[src/rtl/lsu_mem_bridge_if.sv]
// Execute-stage request/response and data-SRAM port signals of the load/store bridge.
interface lsu_mem_bridge_if #(
    parameter int unsigned DATA_WIDTH = 32
);
    logic                    req_valid;
    logic                    req_ready;
    logic                    req_wr;
    logic [DATA_WIDTH-1:0]   req_addr;
    logic [DATA_WIDTH-1:0]   req_wdata;
    logic [2:0]              req_memop;
    logic                    resp_valid;
    logic [DATA_WIDTH-1:0]   resp_rdata;
    logic                    resp_err;
    logic                    busy;
    logic                    mem_req_valid;
    logic                    mem_req_ready;
    logic [DATA_WIDTH-1:0]   mem_addr;
    logic                    mem_wen;
    logic [3:0]              mem_wstrb;
    logic [DATA_WIDTH-1:0]   mem_wdata;
    logic                    mem_resp_valid;
    logic [DATA_WIDTH-1:0]   mem_rdata;

    modport slave (
        input  req_valid, req_wr, req_addr, req_wdata, req_memop,
               mem_req_ready, mem_resp_valid, mem_rdata,
        output req_ready, resp_valid, resp_rdata, resp_err, busy,
               mem_req_valid, mem_addr, mem_wen, mem_wstrb, mem_wdata
    );

    modport master (
        output req_valid, req_wr, req_addr, req_wdata, req_memop,
               mem_req_ready, mem_resp_valid, mem_rdata,
        input  req_ready, resp_valid, resp_rdata, resp_err, busy,
               mem_req_valid, mem_addr, mem_wen, mem_wstrb, mem_wdata
    );
endinterface

[src/rtl/lsu_mem_bridge.sv]
// Single-outstanding load/store bridge to a word-addressed SRAM: lane alignment, strobes, load extension.
// Optional REQ/WAIT watchdog enabled by defining LSU_TIMEOUT_EN.
module lsu_mem_bridge #(
    parameter int unsigned DATA_WIDTH     = 32,
    parameter int unsigned TIMEOUT_CYCLES = 255
) (
    input  logic               clk,
    input  logic               rst,
    lsu_mem_bridge_if.slave    lsu_bus
);
    localparam logic [1:0] S_IDLE = 2'd0;
    localparam logic [1:0] S_REQ  = 2'd1;
    localparam logic [1:0] S_WAIT = 2'd2;
    localparam logic [1:0] S_RESP = 2'd3;

    logic [1:0]             r_state;
    logic [DATA_WIDTH-1:0]  r_addr;
    logic [DATA_WIDTH-1:0]  r_wdata;
    logic [2:0]             r_memop;
    logic                   r_wr;
    logic [DATA_WIDTH-1:0]  r_rdata;
    logic                   r_err;

    logic                   w_legal;
    logic                   w_timeout;
    logic [DATA_WIDTH-1:0]  w_shifted;
    logic [DATA_WIDTH-1:0]  w_load;
    logic [DATA_WIDTH-1:0]  w_store_data;
    logic [3:0]             w_strb;

    // Legality is judged on the incoming request so illegal accesses never reach the SRAM.
    always_comb begin
        w_legal = 1'b0;
        case (lsu_bus.req_memop)
            3'b000:  w_legal = 1'b1;
            3'b001:  w_legal = ~lsu_bus.req_addr[0];
            3'b010:  w_legal = (lsu_bus.req_addr[1:0] == 2'b00);
            3'b100:  w_legal = ~lsu_bus.req_wr;
            3'b101:  w_legal = ~lsu_bus.req_wr & ~lsu_bus.req_addr[0];
            default: w_legal = 1'b0;
        endcase
    end

    assign w_shifted = lsu_bus.mem_rdata >> {r_addr[1:0], 3'b000};

    always_comb begin
        w_load = w_shifted;
        case (r_memop)
            3'b000:  w_load = {{24{w_shifted[7]}}, w_shifted[7:0]};
            3'b001:  w_load = {{16{w_shifted[15]}}, w_shifted[15:0]};
            3'b100:  w_load = {24'd0, w_shifted[7:0]};
            3'b101:  w_load = {16'd0, w_shifted[15:0]};
            default: w_load = w_shifted;
        endcase
    end

    always_comb begin
        w_store_data = r_wdata;
        w_strb       = 4'b0000;
        if (r_wr) begin
            case (r_memop[1:0])
                2'b00: begin
                    w_store_data = {4{r_wdata[7:0]}};
                    w_strb       = 4'b0001 << r_addr[1:0];
                end
                2'b01: begin
                    w_store_data = {2{r_wdata[15:0]}};
                    w_strb       = 4'b0011 << r_addr[1:0];
                end
                default: begin
                    w_store_data = r_wdata;
                    w_strb       = 4'b1111;
                end
            endcase
        end
    end

`ifdef LSU_TIMEOUT_EN
    logic [31:0] r_tcnt;

    // Idle holds the counter at zero, so it starts from zero on every entry to REQ.
    always_ff @(posedge clk) begin
        if (rst || r_state == S_IDLE) begin
            r_tcnt <= '0;
        end else if (r_state == S_REQ || r_state == S_WAIT) begin
            r_tcnt <= r_tcnt + 32'd1;
        end
    end

    assign w_timeout = (r_state == S_REQ || r_state == S_WAIT) && (r_tcnt == TIMEOUT_CYCLES - 1);
`else
    assign w_timeout = 1'b0;
`endif

    always_ff @(posedge clk) begin
        if (rst) begin
            r_state <= S_IDLE;
            r_addr  <= '0;
            r_wdata <= '0;
            r_memop <= '0;
            r_wr    <= 1'b0;
            r_rdata <= '0;
            r_err   <= 1'b0;
        end else begin
            case (r_state)
                S_IDLE: begin
                    if (lsu_bus.req_valid) begin
                        r_addr  <= lsu_bus.req_addr;
                        r_wdata <= lsu_bus.req_wdata;
                        r_memop <= lsu_bus.req_memop;
                        r_wr    <= lsu_bus.req_wr;
                        r_rdata <= '0;
                        r_err   <= ~w_legal;
                        r_state <= w_legal ? S_REQ : S_RESP;
                    end
                end
                S_REQ: begin
                    if (w_timeout) begin
                        r_err   <= 1'b1;
                        r_state <= S_RESP;
                    end else if (lsu_bus.mem_req_ready) begin
                        r_state <= S_WAIT;
                    end
                end
                S_WAIT: begin
                    // A response arriving on the timeout cycle still completes normally.
                    if (lsu_bus.mem_resp_valid) begin
                        r_rdata <= r_wr ? '0 : w_load;
                        r_state <= S_RESP;
                    end else if (w_timeout) begin
                        r_err   <= 1'b1;
                        r_rdata <= '0;
                        r_state <= S_RESP;
                    end
                end
                default: r_state <= S_IDLE;
            endcase
        end
    end

    assign lsu_bus.req_ready     = (r_state == S_IDLE);
    assign lsu_bus.busy          = (r_state != S_IDLE);
    assign lsu_bus.resp_valid    = (r_state == S_RESP);
    assign lsu_bus.resp_rdata    = (r_state == S_RESP) ? r_rdata : '0;
    assign lsu_bus.resp_err      = (r_state == S_RESP) & r_err;
    assign lsu_bus.mem_req_valid = (r_state == S_REQ);
    assign lsu_bus.mem_addr      = {r_addr[DATA_WIDTH-1:2], 2'b00};
    assign lsu_bus.mem_wen       = (r_state == S_REQ) & r_wr;
    assign lsu_bus.mem_wstrb     = (r_state == S_REQ) ? w_strb : 4'b0000;
    assign lsu_bus.mem_wdata     = w_store_data;
endmodule

[src/flat_wrapper.sv]
// flat-port wrapper written by rule: the top's interface ports become plain ports
module lsu_mem_bridge_flat 
#(
    parameter int unsigned DATA_WIDTH     = 32,
    parameter int unsigned TIMEOUT_CYCLES = 255
)
  (clk, rst, lsu_bus_req_valid, lsu_bus_req_wr, lsu_bus_req_addr, lsu_bus_req_wdata, lsu_bus_req_memop, lsu_bus_mem_req_ready, lsu_bus_mem_resp_valid, lsu_bus_mem_rdata, lsu_bus_req_ready, lsu_bus_resp_valid, lsu_bus_resp_rdata, lsu_bus_resp_err, lsu_bus_busy, lsu_bus_mem_req_valid, lsu_bus_mem_addr, lsu_bus_mem_wen, lsu_bus_mem_wstrb, lsu_bus_mem_wdata);
  lsu_mem_bridge_if #(.DATA_WIDTH(DATA_WIDTH)) lsu_bus_i ();
  input  logic clk;
  input  logic rst;
  input wire logic [$bits(lsu_bus_i.req_valid)-1:0] lsu_bus_req_valid;
  input wire logic [$bits(lsu_bus_i.req_wr)-1:0] lsu_bus_req_wr;
  input wire logic [$bits(lsu_bus_i.req_addr)-1:0] lsu_bus_req_addr;
  input wire logic [$bits(lsu_bus_i.req_wdata)-1:0] lsu_bus_req_wdata;
  input wire logic [$bits(lsu_bus_i.req_memop)-1:0] lsu_bus_req_memop;
  input wire logic [$bits(lsu_bus_i.mem_req_ready)-1:0] lsu_bus_mem_req_ready;
  input wire logic [$bits(lsu_bus_i.mem_resp_valid)-1:0] lsu_bus_mem_resp_valid;
  input wire logic [$bits(lsu_bus_i.mem_rdata)-1:0] lsu_bus_mem_rdata;
  output wire logic [$bits(lsu_bus_i.req_ready)-1:0] lsu_bus_req_ready;
  output wire logic [$bits(lsu_bus_i.resp_valid)-1:0] lsu_bus_resp_valid;
  output wire logic [$bits(lsu_bus_i.resp_rdata)-1:0] lsu_bus_resp_rdata;
  output wire logic [$bits(lsu_bus_i.resp_err)-1:0] lsu_bus_resp_err;
  output wire logic [$bits(lsu_bus_i.busy)-1:0] lsu_bus_busy;
  output wire logic [$bits(lsu_bus_i.mem_req_valid)-1:0] lsu_bus_mem_req_valid;
  output wire logic [$bits(lsu_bus_i.mem_addr)-1:0] lsu_bus_mem_addr;
  output wire logic [$bits(lsu_bus_i.mem_wen)-1:0] lsu_bus_mem_wen;
  output wire logic [$bits(lsu_bus_i.mem_wstrb)-1:0] lsu_bus_mem_wstrb;
  output wire logic [$bits(lsu_bus_i.mem_wdata)-1:0] lsu_bus_mem_wdata;
  assign lsu_bus_i.req_valid = lsu_bus_req_valid;
  assign lsu_bus_i.req_wr = lsu_bus_req_wr;
  assign lsu_bus_i.req_addr = lsu_bus_req_addr;
  assign lsu_bus_i.req_wdata = lsu_bus_req_wdata;
  assign lsu_bus_i.req_memop = lsu_bus_req_memop;
  assign lsu_bus_i.mem_req_ready = lsu_bus_mem_req_ready;
  assign lsu_bus_i.mem_resp_valid = lsu_bus_mem_resp_valid;
  assign lsu_bus_i.mem_rdata = lsu_bus_mem_rdata;
  assign lsu_bus_req_ready = lsu_bus_i.req_ready;
  assign lsu_bus_resp_valid = lsu_bus_i.resp_valid;
  assign lsu_bus_resp_rdata = lsu_bus_i.resp_rdata;
  assign lsu_bus_resp_err = lsu_bus_i.resp_err;
  assign lsu_bus_busy = lsu_bus_i.busy;
  assign lsu_bus_mem_req_valid = lsu_bus_i.mem_req_valid;
  assign lsu_bus_mem_addr = lsu_bus_i.mem_addr;
  assign lsu_bus_mem_wen = lsu_bus_i.mem_wen;
  assign lsu_bus_mem_wstrb = lsu_bus_i.mem_wstrb;
  assign lsu_bus_mem_wdata = lsu_bus_i.mem_wdata;
  lsu_mem_bridge #(.DATA_WIDTH(DATA_WIDTH), .TIMEOUT_CYCLES(TIMEOUT_CYCLES)) u_core (.clk(clk), .rst(rst), .lsu_bus(lsu_bus_i));
endmodule
[config.mk]
export PLATFORM = sky130hd
export DESIGN_NAME = lsu_mem_bridge_flat
export DESIGN_NICKNAME = d
export VERILOG_FILES = /design/src/rtl/lsu_mem_bridge_if.sv /design/src/rtl/lsu_mem_bridge.sv /design/src/flat_wrapper.sv
export SDC_FILE = /design/constraint.sdc
export NUM_CORES = 1
export LEC_CHECK = 0
export CAP_MARGIN = 5
export CORE_MARGIN = 1.5
export CORE_UTILIZATION = 36
export DETAILED_ROUTE_END_ITERATION = 16
export PLACE_DENSITY = 0.83
export SLEW_MARGIN = 10
export SYNTH_ARGS = -nofsm -noshare
export SYNTH_HDL_FRONTEND = slang
export SYNTH_SLANG_ARGS = --single-unit
[constraint.sdc]
create_clock -name clk -period 2 [get_ports clk]
set_clock_uncertainty 0.2 [all_clocks]
set_input_delay 0.4 -clock clk [delete_from_list [all_inputs] [get_ports clk]]
set_output_delay 0.4 -clock clk [all_outputs]
set_load 0.005 [all_outputs]
After elaboration in Yosys (flattened, before gate mapping)
Index checks and enable logic that the tools add are counted.
{"block": "totals", "output_inout_bits": 106, "regBits": 103, "in_bits": 105, "word_cells": 57}
{"block": "classes", "eq_ne": 14, "mux": 17, "n_bitwise": 6, "shifts": 3, "n_reduce_logical": 10}
{"op": "32-bit 2-to-1 mux", "count": 5}
{"op": "32-bit case mux with 2 select lines", "count": 2}
{"op": "32-bit case mux with 4 select lines", "count": 1}
{"op": "32-bit by 5-bit right shift with 32-bit output", "count": 1}
{"op": "3-bit equality test, second input constant", "count": 4}
{"op": "2-bit 2-to-1 mux", "count": 4}
{"op": "4-bit 2-to-1 mux", "count": 2}
{"op": "4-bit case mux with 2 select lines", "count": 1}
{"op": "3-bit by 1-bit equality test with 1-bit output, second input constant", "count": 2}
{"op": "2-bit logical NOT", "count": 3}
{"op": "3-bit logical NOT", "count": 2}
{"op": "2-bit != test, second input constant", "count": 3}
{"op": "2-bit case mux with 3 select lines", "count": 1}
{"op": "3-bit AND reduction", "count": 2}
{"op": "1-bit case mux with 5 select lines", "count": 1}
{"op": "2-bit by 1-bit equality test with 1-bit output, second input constant", "count": 2}
{"op": "2-bit equality test, second input constant", "count": 2}
{"op": "2-bit nonzero test", "count": 2}
{"op": "1-bit by 2-bit left shift with 4-bit output, first input constant", "count": 1}
{"op": "2-bit by 2-bit left shift with 4-bit output, first input constant", "count": 1}
{"op": "1-bit bitwise AND", "count": 3}
{"op": "3-bit by 2-bit equality test with 1-bit output, second input constant", "count": 1}
{"op": "1-bit inverter", "count": 3}
{"op": "2-bit AND reduction", "count": 1}

Depth between registers and ports, before layout
Gate-level depths: netlist (run 1).
{"block": "logic_depth", "word_depth": 6, "mapped_depth": 10, "depth_no_buf": 6}

Worst setup path before layout (run 1)
Ideal clock, no wire load.
{"block": "synth_timing", "kind": "register to register", "startpoint": "reg u_core.r_state[0]", "endpoint": "reg u_core.r_rdata[27]", "arrival_time_ps": 1916, "setup_slack_ps": -237, "path_buffers": 4, "path_stages_with_launch": 11, "setup_ps": 122, "period_less_slack_ps": 2237, "t_required_ps": 1678, "cell_sequence": "dfxtp_1 inv_1 ha_1 buf_2 nand2b_1 buf_4 o211ai_2 nor2b_1 clkbuf_1 buf_2 a221o_1"}
{"block": "synth_via", "elab_chain_len": 3, "word_cells_on_any_way": 7, "classes_between": "3 x eq/ne; 1 x mux; 3 x reduce/logical"}
{"item": "start: declaration", "line_no": "lsu_mem_bridge.sv:16", "rtl": "logic [1:0] r_state;"}
{"item": "start signal: assignment", "line_no": "lsu_mem_bridge.sv:114", "rtl": "r_state <= w_legal ? S_REQ : S_RESP;"}
{"item": "2-bit logical NOT *"}
{"item": "via lsu_bus_req_ready", "line_no": "flat_wrapper.sv:19", "rtl": "output wire logic [$bits(lsu_bus_i.req_ready)-1:0] lsu_bus_req_ready;"}
{"item": "2-bit != test (no line) or 2-bit nonzero test (tied branches)"}
{"item": "3-bit AND reduction (no line)"}
{"item": "end signal: assignment", "line_no": "lsu_mem_bridge.sv:128", "rtl": "r_rdata <= r_wr ? '0 : w_load;"}
{"item": "end: declaration", "line_no": "lsu_mem_bridge.sv:21", "rtl": "logic [DATA_WIDTH-1:0] r_rdata;"}
The timed path passes the listed nets; every way through them passes the cells marked *.
A chain may end at the register's enable or synchronous reset.

Worst setup path after layout (run 1)
{"block": "layout_timing", "startpoint": "reg u_core.r_state[0]", "endpoint": "reg u_core.r_rdata[21]"}
{"block": "layout_via", "elab_chain_len": 3, "word_cells_on_any_way": 7, "classes_between": "3 x eq/ne; 1 x mux; 3 x reduce/logical"}
{"item": "2-bit equality test or 2-bit logical NOT (tied branches)", "line_no": "lsu_mem_bridge.sv:105", "rtl": "case (r_state)"}
{"item": "2-bit != test (no line) or 2-bit nonzero test (tied branches)"}
{"item": "3-bit AND reduction (no line)"}
Parallel ways exist; a longest one is shown, timed or not.

==> impl_metrics.csv, run 1 <==
group,metric,value,unit
drt,ant_nets,0,
cells_and_area,design_area,8785,um2
placed_design,port_buffers,208,
synth,yosysUniqueCellTypes,47,
power_and_ir_drop,intPower,5.616,mW
cells_and_area,nets,950,
placed_design,post-dp-hpwl,11530,um
drt,drc,0,
floorplan,die_x,122.6,um
timing,max_slew.worst_pin.slew,0.6575,ns
power_and_ir_drop,vdd_drop_max,559.4,uV
status,violations,"negative setup slack",
drt,vias,5373,
synth,async_flop_share,0,%
global_routing,grt_pass1_vias,5074,
floorplan,fp.dieArea,15030,um2
setup_path,critPathKind,"reg2reg",
setup_path,cp_max_fo,8,
clock_tree,cts_buffers,9,
synth,syn_area,5149,um2
cells_and_area,fillers,1056,
global_routing,grt_pass1_wl,27210,um
floorplan,fp.dieH,122.6,um
timing,hold_viol_final,0,
drt,wl_per_cell,18.67,um
placed_design,globalplace.congestion,0.8818,
floorplan,io_pins,211,
clock_tree,cts_tree,"done",
cells_and_area,syn_to_final_growth,70.62,%
synth,synth.area.top_cells,"dfxtp_1, nand2_1, a21oi_1, buf_4, and2_1",
timing,worst_slack,-0.1529,ns
power_and_ir_drop,power_density,974.8,nW/um2
synth,synth_top_area_share,40.05,%
placed_design,dpl_cell_area,7490,um2
drt,drt_iter0_drc,343,
synth,synth_top_flop_cell,"dfxtp_1",
drt,wirelength,19160,um
global_routing,grt-ovfl-total,0,
synth,ys_ff_latch,103,
clock_tree,htree_num_levels,3,
floorplan,core,13930,um2
setup_path,cp_data_required_time,2.03,ns
worst_hold_path,hp-class,"reg2reg",
cells_and_area,diodes,0,
synth,yosys_warnings,0,
power_and_ir_drop,swShare,34.41,%
floorplan,row_count,43,
power_and_ir_drop,pwr-share-comb,48.1,%
clock_tree,clock_sinks,103,
clock_tree,cts_hold_buf,0,
synth,yosys.area.top_type,"dfxtp_1",
global_routing,grt_antenna_before_repair,0,
power_and_ir_drop,fin_total_pwr,8.563,mW
synth,synth-seq-area-share,40.05,%
clock_tree,clk_pin_slew_worst_paths,0.07,ns
power_and_ir_drop,p_seq_share,30.7,%
clock_tree,clk_latency,0.35,ns
status,status,"finished with violations",
setup_path,start_kind,"flop",
cells_and_area,drive_gt1_share,36.76,%
synth,syn-mean-instance-area,8.440,um2
synth,synthCells,610,
global_routing,track_usage,23.45,%
timing,fmax,0.4645,GHz
setup_path,critPathCaptureType,"flop",
timing,hold_slack,0.2528,ns
power_and_ir_drop,leakage,3.610,nW
timing,slew_violations,0,
power_and_ir_drop,p_clk_share,21.1,%
floorplan,start_util,36.95,%
setup_path,critPathArrivalTime,2.18,ns
timing,fin_crit_sh,107.6,%
timing,fin_crit,2.153,ns
timing,rsz0062_at_grt,"yes",
drt,drt_pass1_iterations,5,
clock_tree,cts-root-buf,"clkbuf_16",
timing,finalSetupViolations,82,
synth,synth_edf_count,0,
clock_tree,clk_path_buf_depth,2,
power_and_ir_drop,switching_power,2.947,mW
timing,relSlewSlack,56.17,%
global_routing,grt_max_degree,60,
run,max_cap_violations,0,
drt,vias_per_cell,5.237,
Yosys cell counts (2+ instances only):
library cell,count
mux2_1,9
o2bb2ai_1,8
a21oi_1,72
buf_1,6
mux2_2,15
mux2i_1,17
nand2b_1,5
ha_1,4
a221oi_1,9
nor2_1,25
clkbuf_1,28
buf_4,41
inv_1,5
buf_6,2
mux4_2,8
buf_2,10
dfxtp_1,103
a22oi_1,8
a221o_1,8
nand2_1,151
o21ai_0,9
a211o_1,8
and2_1,35
layer usage:
| layer | GRT usage, % | up-vias | wire (um) |
|---|---|---|---|
| li1 | - | 2508 | - |
| met1 | 29.08 | 2529 | 7669 |
| met2 | 38.90 | 257 | 9312 |
| met3 | 4.740 | 79 | 1142 |
| met4 | 11.26 | 0 | 1032 |
| met5 | 0 | - | 0 |
placed cells by master (no fill, tap or decap), drive strengths merged, types with 2 or more instances in the layout:
| cell | netlist | final |
|---|---|---|
| nand2 | 152 | 152 |
| nand2b | 5 | 5 |
| nor2 | 26 | 26 |
| clkinv | 0 | 3 |
| mux4 | 8 | 8 |
| ha | 4 | 4 |
| a221oi | 9 | 9 |
| clkbuf | 28 | 12 |
| buf | 59 | 163 |
| conb | 1 | 2 |
| a21oi | 72 | 72 |
| nor4 | 2 | 2 |
| o2bb2ai | 8 | 8 |
| o21ai | 9 | 9 |
| and2 | 35 | 35 |
| dfxtp | 103 | 103 |
| a22oi | 8 | 8 |
| a221o | 8 | 8 |
| a211o | 8 | 8 |
| inv | 5 | 6 |
| mux2 | 24 | 24 |
| mux2i | 17 | 17 |
| clkdlybuf4s50 | 0 | 141 |
metrics by stage:
stage / TNS [ns] / std cells / worst slack [ns] / util (%)
floorplan: 0 / 611 / 0.01172 / -
global placement: -11.72 / 968 / -0.5115 / 53.75
detailed placement: -13.20 / 968 / -0.5438 / 53.75
CTS: -3.753 / 1019 / -0.1627 / 60.29
global route: -8.850 / 1026 / -0.1797 / 63.04
finish: -5.478 / 1026 / -0.1529 / 63.04
cells by family after synthesis:
family          synth area share, %
compound gates                16.57
simple gates                  19.88
flops                         40.05
xor+xnor                     0.1701
fa+ha+maj                    0.9721
other cells                 0.07283
mux                           12.05
buf+inv                       10.23
sequential cells by signal, summed over array words and instances (netlist names):
name,flops
u_core.r_addr,32
u_core.r_rdata,32
u_core.r_wdata,32
u_core.r_memop,3
u_core.r_state,2
u_core.r_err,1
u_core.r_wr,1
cell type report:
class	count	area (um2)	share of cell area, %
Timing Repair Buffer	306	3080	35.07
Clock inverter	5	56.30	0.6409
Inverter	5	23.77	0.2706
Sequential cell	103	2086	23.74
Clock buffer	11	242.7	2.763
Multi-Input combinational cell	416	3070	34.95
Tap cell	180	225.2	2.564
power groups by stage:
stage               logic, mW  registers [mW]  clock network (mW)
CTS                      3.64            2.61                1.84
global route             4.37            2.67                1.93
detailed placement       3.01            2.62                   0
finish                   4.12            2.63                1.81
global placement         2.97            2.61                   0
floorplan                1.76            2.55                   0
what timing repair did:
item / in CTS / in global routing
cloned: 7 / 0
pin swaps: 26 / 30
buffers inserted: 28 / 11
setup endpoints to repair: 90 / 98
resized for setup: 386 / 94
final timing paths:
path	cells after the start	end	slack (ns)	start
worst max-delay path	12	u_core.r_rdata[21]	-0.15	u_core.r_state[0]
worst min-delay path	2	u_core.r_addr[12]	0.25	u_core.r_addr[12]
worst max register to register	12	u_core.r_rdata[21]	-0.15	u_core.r_state[0]
worst min register to register	2	u_core.r_addr[12]	0.25	u_core.r_addr[12]
critical path, cell delays in order (launching register included):
cell      delay, ns
dfxtp_4        0.37
buf_6          0.12
inv_4          0.05
buf_6          0.09
ha_4           0.14
buf_12         0.11
nand2b_4       0.06
buf_6          0.14
buf_6          0.12
nand4b_1       0.11
buf_6          0.22
nor2_2         0.06
a211o_1        0.24
Power figures use the tool's default switching activity.
==> run 2: changes to the inputs <==
--- a/config.mk
+++ b/config.mk
@@ -5,7 +5,6 @@
 export SDC_FILE = /design/constraint.sdc
 export NUM_CORES = 1
 export LEC_CHECK = 0
-export CAP_MARGIN = 5
 export CORE_MARGIN = 1.5
 export CORE_UTILIZATION = 36
 export DETAILED_ROUTE_END_ITERATION = 16
==> results of run 2 <==
Final layout, timing and power as in run 1 (identical DEF).
==> edit: new RTL, flow settings as in run 2 <==
Add a define of `LSU_TIMEOUT_EN`.
--- a/src/rtl/lsu_mem_bridge.sv
+++ b/src/rtl/lsu_mem_bridge.sv
@@ -2,2 +2,4 @@
 // Optional REQ/WAIT watchdog enabled by defining LSU_TIMEOUT_EN.
+`define LSU_TIMEOUT_EN
+
 module lsu_mem_bridge #(
Formal check against the unedited RTL: no difference found for any inputs over 4 cycles, from zero or initial values and one cycle with rst high; that may be too few to reach the edited logic, so the function may still have changed.
==> edit against run 2 <==
The run still ends with negative setup slack left; synthesized area is 28% higher; total power is 17% higher; setup slack worse by 82 ps; final cell count is 28% higher; synthesized cell count is 31% higher; global-route usage is 0.56 points lower; largest cell class is now multi-input combinational cells; wire length is 19% higher; cell area is 26% higher; sequential cell count is 32 higher; clock power is 65% higher; utilization is 1.5 points lower.
==> edit: results (changes against run 2) <==
register area share after synthesis = 40.97% (was 40.05%)
synth top area cells = dfxtp_1 41%, nand2_1 10%, a21oi_1 6.4% (was dfxtp_1 40%, nand2_1 11%, a21oi_1 7.0%)
critical path startpoint = lsu_bus_mem_rdata[15] (was u_core.r_state[0]$_SDFFE_PP0P_)
Fillers = 1404 (was 1056)
M1 GR Usage = 27.08% (was 29.08%)
Hold Path Stages = 3 (was 2)
layout cells sized above 1 = 35.54% (was 36.76%)
hold worst-path end = u_core.r_wr$_SDFFE_PP0P_ (was u_core.r_addr[12]$_SDFFE_PP0P_)
HP Start = rst (was u_core.r_addr[12]$_SDFFE_PP0P_)
failing checks = negative setup slack (unchanged)
H-tree depth = 4 (was 3)
Pleak = 4.569 nW (was 3.610 nW)
Initial DRC Count = 479 (was 343)
Inserted Clock Buffers = 17 (was 9)
clock-pin slew on the worst setup and hold paths = 50 ps (was 70 ps)
Clk Latency, worst-skew pair = 410 ps (was 350 ps)
CP max stage cell = a2111oi_4 (was dfxtp_4)
Cells after DPL = 1244 (was 968)
Vias = 6879 (was 5373)
setup TNS = -12230 ps (was -5478 ps)
routing usage on met2 = 40.69% (was 38.90%)
cell count of the worst reg-to-reg path = 6 (was 12)
first-pass GRT wire length = 35600 um (was 27210 um)
worst r2r src = u_core.r_addr[1]$_SDFFE_PP0P_ (was u_core.r_state[0]$_SDFFE_PP0P_)
Worst setup SP type = primary input (was flop)
Total GRT Usage = 22.89% (was 23.45%)
GPL Wtd Cong = 0.8734 (was 0.8818)
Setup Viol. Count Final = 109 (was 82)
syn avg cell area = 8.235 um^2 (was 8.440 um^2)
Slew @ Worst Pin = 734.3 ps (was 657.5 ps)
largest net degree at the start of global routing = 68 (was 60)
final worst setup slack = -235.1 ps (was -152.9 ps)
Yosys cell types = 46 (was 47)
final WL = 22840 um (was 19160 um)
outcome = complete, but fails checks (unchanged)
==> edit: worst max path at each step <==
stage / end / cells past startpoint
final: u_core.r_rdata[21]$_SDFFE_PP0P_ / 7
after global routing: u_core.r_rdata[26]$_SDFFE_PP0P_ / 6
after CTS: u_core.r_rdata[26]$_SDFFE_PP0P_ / 9
after detailed placement: u_core.r_rdata[29]$_SDFFE_PP0P_ / 7
after global placement: u_core.r_rdata[20]$_SDFFE_PP0P_ / 7
after floorplan: u_core.r_rdata[22]$_SDFFE_PP0P_ / 8
==> edit: area by class of cell <==
type                    count  area [um^2]  share of cell area (%)
clock buffers              26        519.2                   4.699
clock inverters             3        40.04                  0.3623
inverters                  15        56.30                  0.5095
multi-input cells         564         4029                   36.46
flip-flops and latches    135         2734                   24.74
well taps                 229        286.5                   2.593
repair buffers            343         3386                   30.64
==> edit: cell families after synthesis <==
kind of cell,Yosys count,share of synthesized area (%)
and+or+nand+nor,326,22.84
AOI/OAI and AO/OA,148,14.47
DFF,135,40.97
buffers and inverters,106,8.593
muxes,51,8.213
xor gates and xnor gates,28,3.718
adders and majority gates,6,1.138
other,1,0.05685
==> edit: timing repair <==
item,CTS,global route
buffers inserted,31,11
pin swaps,54,41
gates cloned,7,2
setup endpoints to repair,123,124
gates resized for setup,442,84
==> edit: critical path, delay by kind of cell <==
kind | cells | cell delay, ps
AOI/OAI and AO/OA | 2 | 640
buffers and inverters | 2 | 700
muxes | 2 | 390
and+or+nand+nor | 1 | 240
==> edit: report_power, final <==
group	switching, mW	internal [mW]	total, mW
logic	1.77	1.96	3.73
clock network	1.10	1.89	2.98
registers	0.264	3.05	3.32
==> edit: through the flow <==
stage	worst slack (ps)	utilization [%]	power (mW)	hold slack (ps)	instance area (um^2)
after floorplan	-205.5	-	4.965	224.2	6659
after global placement	-480.3	51.83	6.313	238.8	9310
after detailed placement	-492.6	51.83	6.376	244.5	9310
after CTS	-204.2	59.76	9.935	87.10	10740
after global routing	-290.5	61.52	10.51	106.7	11050
final	-235.1	61.52	10.03	112.8	11050
==> edit: routing by layer <==
metal  share of wire, %  up-vias
met2                 50      307
met1                 40     3263
met4                2.9        0
met5                  0        -
li1                   -     3261
met3                7.2       48
